## src/rtl/firmware_reader.sv

```systemverilog
// Firmware ROM bus initiator: reads a firmware block or the 6-byte vector table and streams the bytes out.
// Optional feature macro FIRMWARE_READER_CHECKSUM_EN adds an 8-bit running sum of the streamed bytes.
module firmware_reader #(
  parameter int unsigned WAIT_CYCLES = 1,
  parameter int unsigned ADDR_W      = 14
) (
  input  logic              clk,
  input  logic              rst_n,
  input  logic              start,
  input  logic              vec_mode,
  input  logic [ADDR_W-1:0] src_addr,
  input  logic [ADDR_W:0]   length,
  output logic [15:0]       address,
  output logic              SELECT_firmware,
  output logic              SELECT_vectors,
  input  logic [7:0]        data,
  output logic [7:0]        out_data,
  output logic              out_valid,
  input  logic              out_ready,
  output logic              busy,
`ifdef FIRMWARE_READER_CHECKSUM_EN
  output logic              done,
  output logic [7:0]        checksum
`else
  output logic              done
`endif
);

  typedef enum logic [1:0] {IDLE, ACCESS, PRESENT, FINISH} state_t;

  localparam logic [15:0]     VEC_BASE  = 16'hFFFA;
  localparam logic [ADDR_W:0] VEC_COUNT = (ADDR_W+1)'(6);
  localparam logic [ADDR_W:0] CNT_ONE   = (ADDR_W+1)'(1);
  localparam logic [3:0]      WAIT_LAST = 4'(WAIT_CYCLES);

  state_t              state_q, state_d;
  logic                vec_q, vec_d;
  logic [15:0]         addr_q, addr_d;
  logic [ADDR_W:0]     count_q, count_d;
  logic [3:0]          wait_q, wait_d;
  logic [7:0]          out_data_q, out_data_d;
  logic [ADDR_W-1:0]   blk_next;
  logic [15:0]         addr_next;

  // Block reads wrap inside the firmware ROM; vector reads just count up to 0xFFFF.
  assign blk_next  = addr_q[ADDR_W-1:0] + ADDR_W'(1);
  assign addr_next = vec_q ? (addr_q + 16'd1) : 16'(blk_next);

`ifdef FIRMWARE_READER_CHECKSUM_EN
  logic [7:0] sum_q, sum_d;
`endif

  always_comb begin
    state_d    = state_q;
    vec_d      = vec_q;
    addr_d     = addr_q;
    count_d    = count_q;
    wait_d     = wait_q;
    out_data_d = out_data_q;
`ifdef FIRMWARE_READER_CHECKSUM_EN
    sum_d      = sum_q;
`endif
    case (state_q)
      IDLE: begin
        if (start) begin
          vec_d   = vec_mode;
          wait_d  = 4'd0;
          count_d = vec_mode ? VEC_COUNT : length;
`ifdef FIRMWARE_READER_CHECKSUM_EN
          sum_d   = 8'd0;
`endif
          if (!vec_mode && length == '0) begin
            state_d = FINISH;
          end else begin
            state_d = ACCESS;
            addr_d  = vec_mode ? VEC_BASE : 16'(src_addr);
          end
        end
      end
      ACCESS: begin
        if (wait_q == WAIT_LAST) begin
          out_data_d = data;
          state_d    = PRESENT;
        end else begin
          wait_d = wait_q + 4'd1;
        end
      end
      PRESENT: begin
        // Stall here without touching the bus until the consumer takes the byte.
        if (out_ready) begin
          count_d = count_q - CNT_ONE;
`ifdef FIRMWARE_READER_CHECKSUM_EN
          sum_d   = sum_q + out_data_q;
`endif
          if (count_q == CNT_ONE) begin
            state_d = FINISH;
          end else begin
            state_d = ACCESS;
            addr_d  = addr_next;
            wait_d  = 4'd0;
          end
        end
      end
      FINISH:  state_d = IDLE;
      default: state_d = IDLE;
    endcase
  end

  always_ff @(posedge clk or negedge rst_n) begin
    if (!rst_n) begin
      state_q    <= IDLE;
      vec_q      <= 1'b0;
      addr_q     <= 16'd0;
      count_q    <= '0;
      wait_q     <= 4'd0;
      out_data_q <= 8'd0;
    end else begin
      state_q    <= state_d;
      vec_q      <= vec_d;
      addr_q     <= addr_d;
      count_q    <= count_d;
      wait_q     <= wait_d;
      out_data_q <= out_data_d;
    end
  end

`ifdef FIRMWARE_READER_CHECKSUM_EN
  always_ff @(posedge clk or negedge rst_n) begin
    if (!rst_n) sum_q <= 8'd0;
    else        sum_q <= sum_d;
  end

  assign checksum = sum_q;
`endif

  assign address         = addr_q;
  assign SELECT_firmware = (state_q == ACCESS) && !vec_q;
  assign SELECT_vectors  = (state_q == ACCESS) && vec_q;
  assign out_data        = out_data_q;
  assign out_valid       = (state_q == PRESENT);
  assign busy            = (state_q == ACCESS) || (state_q == PRESENT);
  assign done            = (state_q == FINISH);

endmodule

```

## config.mk

```make
export PLATFORM = sky130hd
export DESIGN_NAME = firmware_reader
export DESIGN_NICKNAME = d
export VERILOG_FILES = /design/src/rtl/firmware_reader.sv
export SDC_FILE = /design/constraint.sdc
export NUM_CORES = 1
export LEC_CHECK = 0
export BUFFER_PORTS_ARGS = -buffer_cell sky130_fd_sc_hd__buf_2
export CORE_AREA = 4 4 89 91
export DETAILED_ROUTE_END_ITERATION = 10
export DIE_AREA = 0 0 93 95
export GPL_TIMING_DRIVEN = 0
export PLACE_DENSITY_LB_ADDON = 0.25
export SYNTH_ARGS = -nofsm -noshare
export SYNTH_HDL_FRONTEND = slang
export SYNTH_SLANG_ARGS = --single-unit
```

## constraint.sdc

```tcl
create_clock -name clk -period 4.7 [get_ports clk]
set_clock_uncertainty 0.2 [all_clocks]
set_input_delay 0.705 -clock clk [delete_from_list [all_inputs] [get_ports clk]]
set_output_delay 0.705 -clock clk [all_outputs]
set_load 0.05 [all_outputs]
```

==> run summary <==
======================================================================================================
Die width ...............................................................................   93 microns
Share of synthesized area occupied by flip-flops and latches ............................        0.409
Areal power density over the cells ......................................................  784 mW/mm^2
Vias ....................................................................................         2714
Cell type with the highest occurrence count on the critical path ........................ sky130_fd_sc_hd__o21ai_0
Number of buffers added to fix hold violations after cts ................................            0
Tightest slew margin relative to the limit ..............................................        0.288
Sum of negative setup slack .............................................................         0 ns
Outcome ................................................................................. complete, no violations
Number of buffers inserted by post-CTS setup repair .....................................            0
Total routing resource utilization after global routing .................................        0.186
Post-layout total power .................................................................      2.65 mW
Number of antenna violations at the first check in global routing .......................            0
Top-level port count ....................................................................           71
Total number of yosys warnings ..........................................................            0
Proportion of register bits with asynchronous set or reset after synthesis ..............         1.00
Final wirelength ........................................................................ 7940 microns
Remaining global-route overflow .........................................................            0
Worst path max stage delay ..............................................................      0.49 ns
Floorplan die height ....................................................................   95 microns
Die area ................................................................................ 0.00884 sq mm
Worst path arrival time .................................................................      3.02 ns
Cell taking the most area after synthesis ............................................... sky130_fd_sc_hd__dfrtp_1
Gate count after technology mapping .....................................................          314
Sequence of cells on the critical path .................................................. inv_1 -> ha_1 -> nor4b_1 -> and4_1 -> a211o_1 -> clkbuf_1 -> o21ai_0 -> o21ai_0
Routed WL per cell ...................................................................... 16.2 microns
Post-synth top flop ..................................................................... sky130_fd_sc_hd__dfrtp_1
Number of input and output port buffers inserted ........................................           70
Clock insertion delay at the later pin of the skew report ...............................      0.30 ns
Num CTS Buffers .........................................................................            5
H-tree level count ......................................................................            2
Max clock buf depth .....................................................................            2
Routability congestion estimate from global placement ...................................        0.856
Max FO, Critical Path ...................................................................           10
Inserted Diodes .........................................................................            0
First-pass GRT wire length .............................................................. 12900 microns
Synthesized flop and latch total ........................................................           46
Placed instance area .................................................................... 0.00329 sq mm
Routed via count divided by cell count ..................................................         5.53
Net Count, Synth ........................................................................          366
Source of the worst hold timing path ....................................................  out_data[2]
Cts repair resizes ......................................................................            0
Via count of the first global-routing pass ..............................................         2512
Total clock sinks .......................................................................           46
DRC violations left .....................................................................            0
Fraction of layout instances using a drive strength above 1 .............................        0.242
Endpoint of the most critical register-to-register path .................................  address[14]
Total leakage power .....................................................................      1.46 nW
Avg Synthesized Cell Area ...............................................................   8.96 sq um
Number of nets in the final layout ......................................................          443
CP Buf/Inv Count ........................................................................            2
Number of synthesized flops with an enable pin ..........................................            0
Antenna-violating nets left .............................................................            0
Worst min-delay path category ........................................................... register to register
Count of TritonRoute iterations in the first routing pass ...............................            4
Maxcap violations .......................................................................            0
Post-route design area .................................................................. 0.00338 sq mm
R2R setup slack .........................................................................      1.69 ns
Worst-case hold path end point ..........................................................  out_data[2]
CP delay by family, top ................................................................. simple AND/OR/NAND/NOR gates
Pin slew with the least headroom to its limit ...........................................      1.07 ns
CTS Root Buffer Type .................................................................... sky130_fd_sc_hd__clkbuf_8
Num rows ................................................................................           31
Worst slack on hold paths ...............................................................     0.306 ns
CP Capture Type .........................................................................     register
Fin. Hold Viols .........................................................................            0
Count of distinct cell types in the synthesized netlist .................................           48
Post-layout min period ..................................................................      3.01 ns
Floorplan core area ..................................................................... 0.00714 sq mm
Worst Path Class, Setup ................................................................. register to register
Number of cells traversed by the worst register-to-register path ........................            8
Synth-to-Final Area Change ..............................................................        20.1%
Final core utilization ..................................................................        0.473
Final setup violation count .............................................................            0
Maximum number of pins on one net before global-route repair ............................           47
Final-report max-slew violation count ...................................................            0
Final period utilization ................................................................        0.640
TritonCTS clock tree ....................................................................        built
Clock transition at the register clock pins on the worst setup and hold paths after CTS .      0.09 ns
VDD IR max ..............................................................................     0.330 mV
Top cell type's share of synthesized area ...............................................        0.409
Unrepaired setup endpoints after global routing .........................................        false
Detailed Place HPWL ..................................................................... 5830 microns
Starting Density ........................................................................        0.394
Startpoint of the worst-slack reg-to-reg timing path ....................................   state_q[0]
Post-synthesis instance area ............................................................ 0.00281 sq mm
Max Fclk ................................................................................      333 MHz
Leading post-synthesis cells by cell area ............................................... sky130_fd_sc_hd__dfrtp_1, sky130_fd_sc_hd__ha_1, sky130_fd_sc_hd__o21ai_0, sky130_fd_sc_hd__mux2_2, sky130_fd_sc_hd__nand3_1
Hold Path Cell Cnt ......................................................................            1
Initial detailed-routing violation count ................................................          156
Required arrival time at the worst endpoint .............................................      4.72 ns
CP startpoint kind ......................................................................     register
Slowest cell on the critical path ....................................................... sky130_fd_sc_hd__nor4b_1
======================================================================================================
==> synth_stat cells, drive strengths merged, types with 2 or more instances <==
cell     instances
nor2b           12
mux2i            4
mux2            10
o21ai           24
nand3b           2
dfrtp           46
and4             5
nand4            3
nor3             9
clkbuf          12
ha              10
inv             10
o22ai           12
a32oi            2
nand2           21
or3              5
a22oi            2
nor4b            2
a21oi           21
a2bb2oi          5
a221o            3
a211oi           4
and3             4
buf              4
a211o            3
nand3           22
or4              2
or2              2
o32ai            4
nor4            10
nand2b           5
a31oi            2
nor2            21
==> worst register-to-register path, stage by stage, from the launching register on <==
cell and delay [ns]:
sky130_fd_sc_hd__dfrtp_1 0.41, sky130_fd_sc_hd__inv_1 0.12, sky130_fd_sc_hd__ha_1 0.39, sky130_fd_sc_hd__nor4b_1 0.49, sky130_fd_sc_hd__and4_1 0.41, sky130_fd_sc_hd__a211o_1 0.24, sky130_fd_sc_hd__clkbuf_1 0.40, sky130_fd_sc_hd__o21ai_0 0.17
sky130_fd_sc_hd__o21ai_0 0.10
==> worst max path at each step <==
stage               slack, ns  cells past startpoint     endpoint       start
floorplan                1.98                      8  address[15]  state_q[0]
global placement         1.80                      7  address[11]   length[3]
detailed placement       1.76                      7  address[14]   length[3]
CTS                      1.76                      8  address[14]  state_q[0]
global route             1.54                      8  address[14]  state_q[0]
finish                   1.69                      8  address[14]  state_q[0]
==> layer usage <==
layer,global-route usage,vias up,wire length (microns),share of wire
li1,-,1339,-,-
met1,0.269,1287,3790,0.48
met2,0.292,83,3650,0.46
met3,0.0359,5,442,0.056
met4,0.0330,0,58,0.0073
met5,0,-,0,0
==> sequential cells by signal, summed over array words and instances (netlist names) <==
| register | cells |
|---|---|
| out_data | 8 |
| count_q | 15 |
| wait_q | 4 |
| vec_q | 1 |
| address | 16 |
| state_q | 2 |
==> per-stage QoR <==
stage	cells	setup WS (ns)
6_report	491	1.69
3_5_place_dp	483	1.76
4_1_cts	491	1.76
5_1_grt	491	1.54
2_1_floorplan	314	1.98
3_3_place_gp	483	1.80
==> cell usage in the layout (no fill, tap or decap), types with 3 or more instances in the layout <==
cell                        synthesis  layout
sky130_fd_sc_hd__buf_2              3      73
sky130_fd_sc_hd__dfrtp_1           46      46
sky130_fd_sc_hd__o21ai_0           24      24
sky130_fd_sc_hd__nand3_1           22      22
sky130_fd_sc_hd__a21oi_1           21      21
sky130_fd_sc_hd__nor2_1            21      21
sky130_fd_sc_hd__nand2_1           21      21
sky130_fd_sc_hd__clkbuf_1          12      13
sky130_fd_sc_hd__o22ai_1           12      12
sky130_fd_sc_hd__nor2b_1           11      11
sky130_fd_sc_hd__inv_1             10      10
sky130_fd_sc_hd__mux2_2            10      10
sky130_fd_sc_hd__nor4_1            10      10
sky130_fd_sc_hd__ha_1              10      10
sky130_fd_sc_hd__nor3_1             8       8
sky130_fd_sc_hd__clkbuf_8           0       6
sky130_fd_sc_hd__and4_1             5       5
sky130_fd_sc_hd__or3_1              5       5
sky130_fd_sc_hd__nand2b_1           5       5
sky130_fd_sc_hd__a2bb2oi_1          5       5
sky130_fd_sc_hd__and3_1             4       4
sky130_fd_sc_hd__o32ai_1            4       4
sky130_fd_sc_hd__mux2i_1            4       4
sky130_fd_sc_hd__nand4_1            3       3
sky130_fd_sc_hd__a211oi_1           3       3
sky130_fd_sc_hd__a211o_1            3       3
sky130_fd_sc_hd__a221o_1            3       3
==> power breakdown <==
| part | internal [mW] | switching, mW |
|---|---|---|
| registers | 0.582 | 0.192 |
| clock network | 0.119 | 0.139 |
| logic | 0.513 | 1.10 |
==> layout make-up <==
cell class | instances | area [sq um]
buffer | 16 | 63.8
timing repair buffer | 70 | 350
tap | 99 | 124
inverter | 10 | 37.5
fill | 720 | 3760
clock inverter | 1 | 5.00
clock buffer | 7 | 86.3
multi-input combinational | 242 | 1560
sequential | 46 | 1150
==> logic make-up after synthesis <==
kind of cell	after synthesis	share of synthesized area
AO/OA/AOI/OAI	88	0.202
adder cells (fa/ha/maj)	10	0.0445
buffers and inverters	26	0.0360
flip-flops	46	0.409
multiplexers	14	0.0543
AND/OR/NAND/NOR	130	0.254
Note: power is estimated with default switching activity, not from simulation.
